===== src/rtl/switch_debounce.sv =====
// Purpose: per-channel two-flop synchronizer + stability counter debouncer with edge pulses.
// Latency: new pin level reaches o_Switch at the (DEBOUNCE_LIMIT+2)-th sampling edge.
// Backpressure: none; free-running level path, pulses are single-cycle and unqualified.
module switch_debounce #(
  parameter int NUM_SW         = 2,
  parameter int DEBOUNCE_LIMIT = 250000
) (
  input  logic              i_Clk,
  input  logic              i_Rst_L,
  input  logic [NUM_SW-1:0] i_Switch,
  output logic [NUM_SW-1:0] o_Switch,
  output logic [NUM_SW-1:0] o_Rise,
  output logic [NUM_SW-1:0] o_Fall
);

  // Counter only ever needs to reach DEBOUNCE_LIMIT-1; width leaves headroom so it cannot wrap.
  localparam int CNT_W = (DEBOUNCE_LIMIT < 1) ? 1 : $clog2(DEBOUNCE_LIMIT + 1);
  localparam logic [CNT_W-1:0] CNT_LAST = CNT_W'(DEBOUNCE_LIMIT - 1);

  logic [NUM_SW-1:0] s1;
  logic [NUM_SW-1:0] s2;

  // Two-flop synchronizer for the asynchronous pins; only s2 feeds the debounce logic.
  always_ff @(posedge i_Clk) begin
    if (!i_Rst_L) begin
      s1 <= '0;
      s2 <= '0;
    end else begin
      s1 <= i_Switch;
      s2 <= s1;
    end
  end

  for (genvar n = 0; n < NUM_SW; n++) begin : g_chan
    logic [CNT_W-1:0] count;
    logic [CNT_W-1:0] count_nxt;
    logic             sw_q;
    logic             sw_nxt;
    logic             rise_q;
    logic             rise_nxt;
    logic             fall_q;
    logic             fall_nxt;

    // Next-state: any agreement with the current level discards partial progress;
    // the last disagreeing cycle commits the new level and fires the matching pulse.
    always_comb begin
      count_nxt = count;
      sw_nxt    = sw_q;
      rise_nxt  = 1'b0;
      fall_nxt  = 1'b0;
      if (s2[n] == sw_q) begin
        count_nxt = '0;
      end else if (count == CNT_LAST) begin
        count_nxt = '0;
        sw_nxt    = s2[n];
        rise_nxt  = s2[n];
        fall_nxt  = ~s2[n];
      end else begin
        count_nxt = count + CNT_W'(1);
      end
    end

    // Channel state register; reset overrides any update committing on the same edge.
    always_ff @(posedge i_Clk) begin
      if (!i_Rst_L) begin
        count  <= '0;
        sw_q   <= 1'b0;
        rise_q <= 1'b0;
        fall_q <= 1'b0;
      end else begin
        count  <= count_nxt;
        sw_q   <= sw_nxt;
        rise_q <= rise_nxt;
        fall_q <= fall_nxt;
      end
    end

    assign o_Switch[n] = sw_q;
    assign o_Rise[n]   = rise_q;
    assign o_Fall[n]   = fall_q;
  end

endmodule

===== config.mk =====
export PLATFORM = sky130hd
export DESIGN_NAME = switch_debounce
export DESIGN_NICKNAME = d
export VERILOG_FILES = /design/src/rtl/switch_debounce.sv
export SDC_FILE = /design/constraint.sdc
export NUM_CORES = 1
export LEC_CHECK = 0
export CORE_MARGIN = 2
export CORE_UTILIZATION = 40
export CTS_BUF_LIST = sky130_fd_sc_hd__clkbuf_4 sky130_fd_sc_hd__clkbuf_8
export DETAILED_ROUTE_END_ITERATION = 16
export PLACE_DENSITY_LB_ADDON = 0.15
export SLEW_MARGIN = 25
export SYNTH_ARGS = -nofsm -noshare
export SYNTH_HDL_FRONTEND = slang
export SYNTH_SLANG_ARGS = --single-unit

===== constraint.sdc =====
create_clock -name i_Clk -period 2.23 [get_ports i_Clk]
set_input_delay 0.3345 -clock i_Clk [delete_from_list [all_inputs] [get_ports i_Clk]]
set_output_delay 0.3345 -clock i_Clk [all_outputs]
set_load 0.005 [all_outputs]

After elaboration in Yosys (flattened, before gate mapping)
Cells that the tools add are included.
{ "op_classes": {"add_sub_neg": 2, "n_mul": 0, "div_mod_pow": 0, "magnitude_cmp": 0, "n_eq_ne": 4, "n_shift": 0, "muxes": 0, "n_bitwise": 7, "reduce_logical": 6} }
{ "ops": {"columns": ["cell", "n"], "rows": [
  ["18-bit by 1-bit adder with 18-bit output, second input constant", 2],
  ["18-bit equality test, second input constant", 2],
  ["3-bit OR reduction", 4],
  ["1-bit NOT", 7],
  ["2-bit AND reduction", 2],
  ["1-bit equality test", 2]
]} }
{ "totals": {"ff_bits": 46, "latchBits": 0, "ramBits": 0, "mem_bits_ro": 0, "input_bits": 4, "wordCells": 29, "n_memories": 0} }

Depth between registers and ports, before layout
{ "logic_depth": {"word_depth": 3, "ltp_mapped": 6, "ltp_nobuf": 5} }

Worst setup path after synthesis
OpenSTA, ideal clock, no wires.
{ "synth_timing": {"kind": "register to register", "from": "register g_chan[1].count[4]", "to": "register g_chan[1].count[16]", "setup_time_ns": 0.115, "arrival_time_ns": 1.745, "required_ns": 2.115, "setup_slack_ns": 0.370, "path_stages_with_launch": 6, "path_buffers": 1, "path_cell_list": "dfxtp_1 > or4b_1 > or4_4 > o21bai_4 > buf_6 > nor2_1"} }
{ "synth_between": {"elab_chain_len": 2, "word_cells_on_any_way": 3, "classes_between": "1 x add/sub; 1 x eq/ne; 1 x reduce/logical"} }
{ "synth_lines": {"columns": ["item", "line", "source"], "rows": [
  ["start: declaration", "35", "logic [CNT_W-1:0] count;"],
  ["start signal: assignment", "71", "count <= count_nxt;"],
  ["branches (longest 2 deep; another with 18-bit by 1-bit adder with 18-bit output)", null, null]
]} }
Several ways; the timed one is not identified.
A chain may end at the register's enable or synchronous reset.

Final worst setup path
{ "layout_timing": {"from": "register g_chan[1].count[4]", "to": "register g_chan[1].count[9]"} }
Same word-level chain as after synthesis.

==> results by group <==
Logic synthesis
  • Syn nets: 231
  • Sequential area share after synthesis: 46.1%
  • Synthesis warning total: 0
  • #FFs+latches synth: 46
  • Synth Instances: 225
  • Count of cell types in the netlist: 32
  • Mapped Avg Cell Area: 8.87 um^2
  • Post-synthesis cell area: 2000 um^2

Outcome
  • Status: finished, final reports clean

Drt
  • Via/cell ratio: 4.86
  • DRC Markers: 0
  • 1st-pass router iterations: 4
  • Total Wirelength: 3510 um
  • Vias: 1474
  • WL/cell: 11.6 um
  • Detailed Route Iter0 Violations: 79
  • ANT nets after route: 0

Timing
  • RSZ-0062 raised after global routing: false
  • Final hold vios: 0
  • Slew Limit Fails: 0
  • Worst Skew: 4.95 ps
  • Setup TNS: 0 ps
  • Final period utilization: 90.8%
  • Fmax achieved: 0.494 GHz
  • Minimum clock period: 2030 ps
  • Final count of negative-setup-slack endpoints: 0
  • Tightest hold margin: 452 ps
  • Least-Margin Pin Slew: 646 ps
  • Worst slew margin: 56.5%
  • Setup slack after layout: 205 ps

Power and ir drop
  • P per Cell Area: 658 nW/um^2
  • Power Total: 1.48 mW
  • Pleak: 0.656 nW
  • Worst ir drop on vdd: 0.250 mV

Hold path
  • Worst min-delay path class: register to register

Clock tree
  • Root Buffer: clkbuf_8
  • Max clock buf depth: 2
  • CTS resizes: 0
  • Clock Sinks: 46
  • CTS clk-pin slew, worst paths: 90 ps
  • Buffer count from post-CTS setup fixing: 0
  • TritonCTS buffer count: 5
  • Post-CTS Hold Buffers: 0
  • H-tree levels: 2
  • TritonCTS clock tree: done
  • Clk Latency, worst-skew pair: 300 ps

Die
  • Core area: 4750 um^2
  • Rows: 25
  • IO Count: 10
  • Die Area: 5570 um^2
  • Initial core utilization: 42.0%
  • Die Wd: 74.6 um
  • Die Y: 74.6 um

Critical path
  • Worst setup SP type: register
  • Worst endpoint data arrival time: 2200 ps
  • Crit end category: register
  • Worst path max stage delay: 540 ps
  • Critical-path cell list: or4b_1 > or4_4 > o21bai_4 > nor2_1
  • Worst path top cell family by delay: simple AND/OR/NAND/NOR gates
  • WP data required: 2400 ps
  • CP max stage cell: or4_4
  • Max FO, Critical Path: 17
  • Buffers & Inverters on Critical Path: 0
  • Setup CP Type: register to register

Cells and area
  • Area grow syn2layout: 12.5%
  • Layout net count: 241
  • Fin area: 2250 um^2
  • Register Area: 921 um^2
  • Ant diodes: 0
  • Fin cells: 303
  • Fillers: 474
  • Share of cells above drive strength 1: 5.93%
  • Multi-input gate area: 985 um^2
  • Util after Layout: 47.2%

Placement
  • I/O Buffers: 9
  • Detailed placement HPWL: 2420 um
  • GPL Wtd Cong: 0.784
  • Pre-CTS setup slack: 218 ps
  • Placed Area: 2130 um^2
  • DP Cell Count: 295

Global routing
  • Vias in the first global route: 1333
  • GRT Resource Usage Total: 13.9%
  • First-pass GRT wire length: 5910 um
  • Antenna violations before repair: 0
  • Total gr overflow: 0
  • Largest net degree at the start of global routing: 18

Run
  • Max-Cap Viols: 0
cell usage after synthesis, drive strengths merged:
cell type / count / area (um^2)
dfxtp: 46 / 921
nor2: 46 / 173
xnor2: 27 / 236
nand2: 13 / 48.8
nand4: 12 / 75.1
nand3: 11 / 55.1
nor4: 11 / 68.8
and3: 7 / 43.8
buf: 7 / 56.3
inv: 6 / 22.5
and2: 4 / 25.0
mux2i: 4 / 40.0
nor2b: 4 / 25.0
nor3: 4 / 20.0
clkbuf: 3 / 11.3
or4: 3 / 26.3
ha: 2 / 25.0
o21ai: 2 / 10.0
o221ai: 2 / 17.5
xor2: 2 / 17.5
a21oi: 1 / 5.00
nand2b: 1 / 6.26
nor3b: 1 / 7.51
nor4b: 1 / 8.76
o21a: 1 / 7.51
o21bai: 1 / 18.8
o31ai: 1 / 7.51
or3: 1 / 6.26
or4b: 1 / 10.0
worst reg2reg max path, cell delays in order (launching register included):
cell and delay (ps):
dfxtp_1 350, or4b_1 520, or4_4 540, o21bai_4 380
nor2_1 110
placed cells by master, fill, tap and decap left out, types with 5 or more instances in the layout:
| master | Yosys | routed |
|---|---|---|
| dfxtp_1 | 46 | 46 |
| and3_1 | 7 | 7 |
| xnor2_1 | 27 | 27 |
| nor2_1 | 46 | 46 |
| nand2_1 | 13 | 13 |
| inv_1 | 6 | 6 |
| clkdlybuf4s50_1 | 0 | 9 |
| nor4_1 | 11 | 11 |
| nand4_1 | 12 | 12 |
| clkbuf_8 | 0 | 5 |
| nand3_1 | 11 | 11 |
metal layers:
metal / wire length (um) / part of all wire, % / vias to the layer above / global-route usage [%]
li1: - / - / 788 / -
met3: 104 / 3.0 / 6 / 4.82
met5: 0 / 0 / - / 0
met1: 1790 / 51 / 666 / 17.6
met4: 49 / 1.4 / 0 / 5.16
met2: 1570 / 45 / 14 / 22.0
power breakdown:
part	total (mW)	switching (mW)	leakage, nW	internal (mW)
Clock	0.629	0.282	0.0548	0.347
Sequential	0.828	0.00264	0.371	0.825
Combinational	0.0215	0.0107	0.229	0.0108
registers in the layout (all words and copies together) (netlist names):
signal / flops
g_chan.count: 36
g_chan.sw_q: 2
s2: 2
g_chan.rise_q: 2
g_chan.fall_q: 2
s1: 2
final timing paths:
check,start,end,slack (ps),cells past startpoint
worst max-delay path,g_chan[1].count[4],g_chan[1].count[9],200,4
worst min-delay path,s1[1],s2[1],450,1
worst max register to register,g_chan[1].count[4],g_chan[1].count[9],200,4
worst min register to register,s1[1],s2[1],450,1
cell families after synthesis:
kind of cell | after synthesis | share of synthesized area, %
xor gates and xnor gates | 29 | 12.7
AOI/OAI and AO/OA | 8 | 3.32
muxes | 4 | 2.01
adders and majority gates | 2 | 1.25
buffers and inverters | 16 | 4.51
DFF | 46 | 46.1
and+or+nand+nor | 120 | 30.0
area by class of cell:
type,instances,share of cell area [%]
flip-flops and latches,46,41.0
clock inverters,2,1.67
multi-input cells,163,43.8
well taps,67,3.73
clock buffers,6,3.40
repair buffers,13,5.35
inverters,6,1.00
Power figures use the tool's default switching activity.
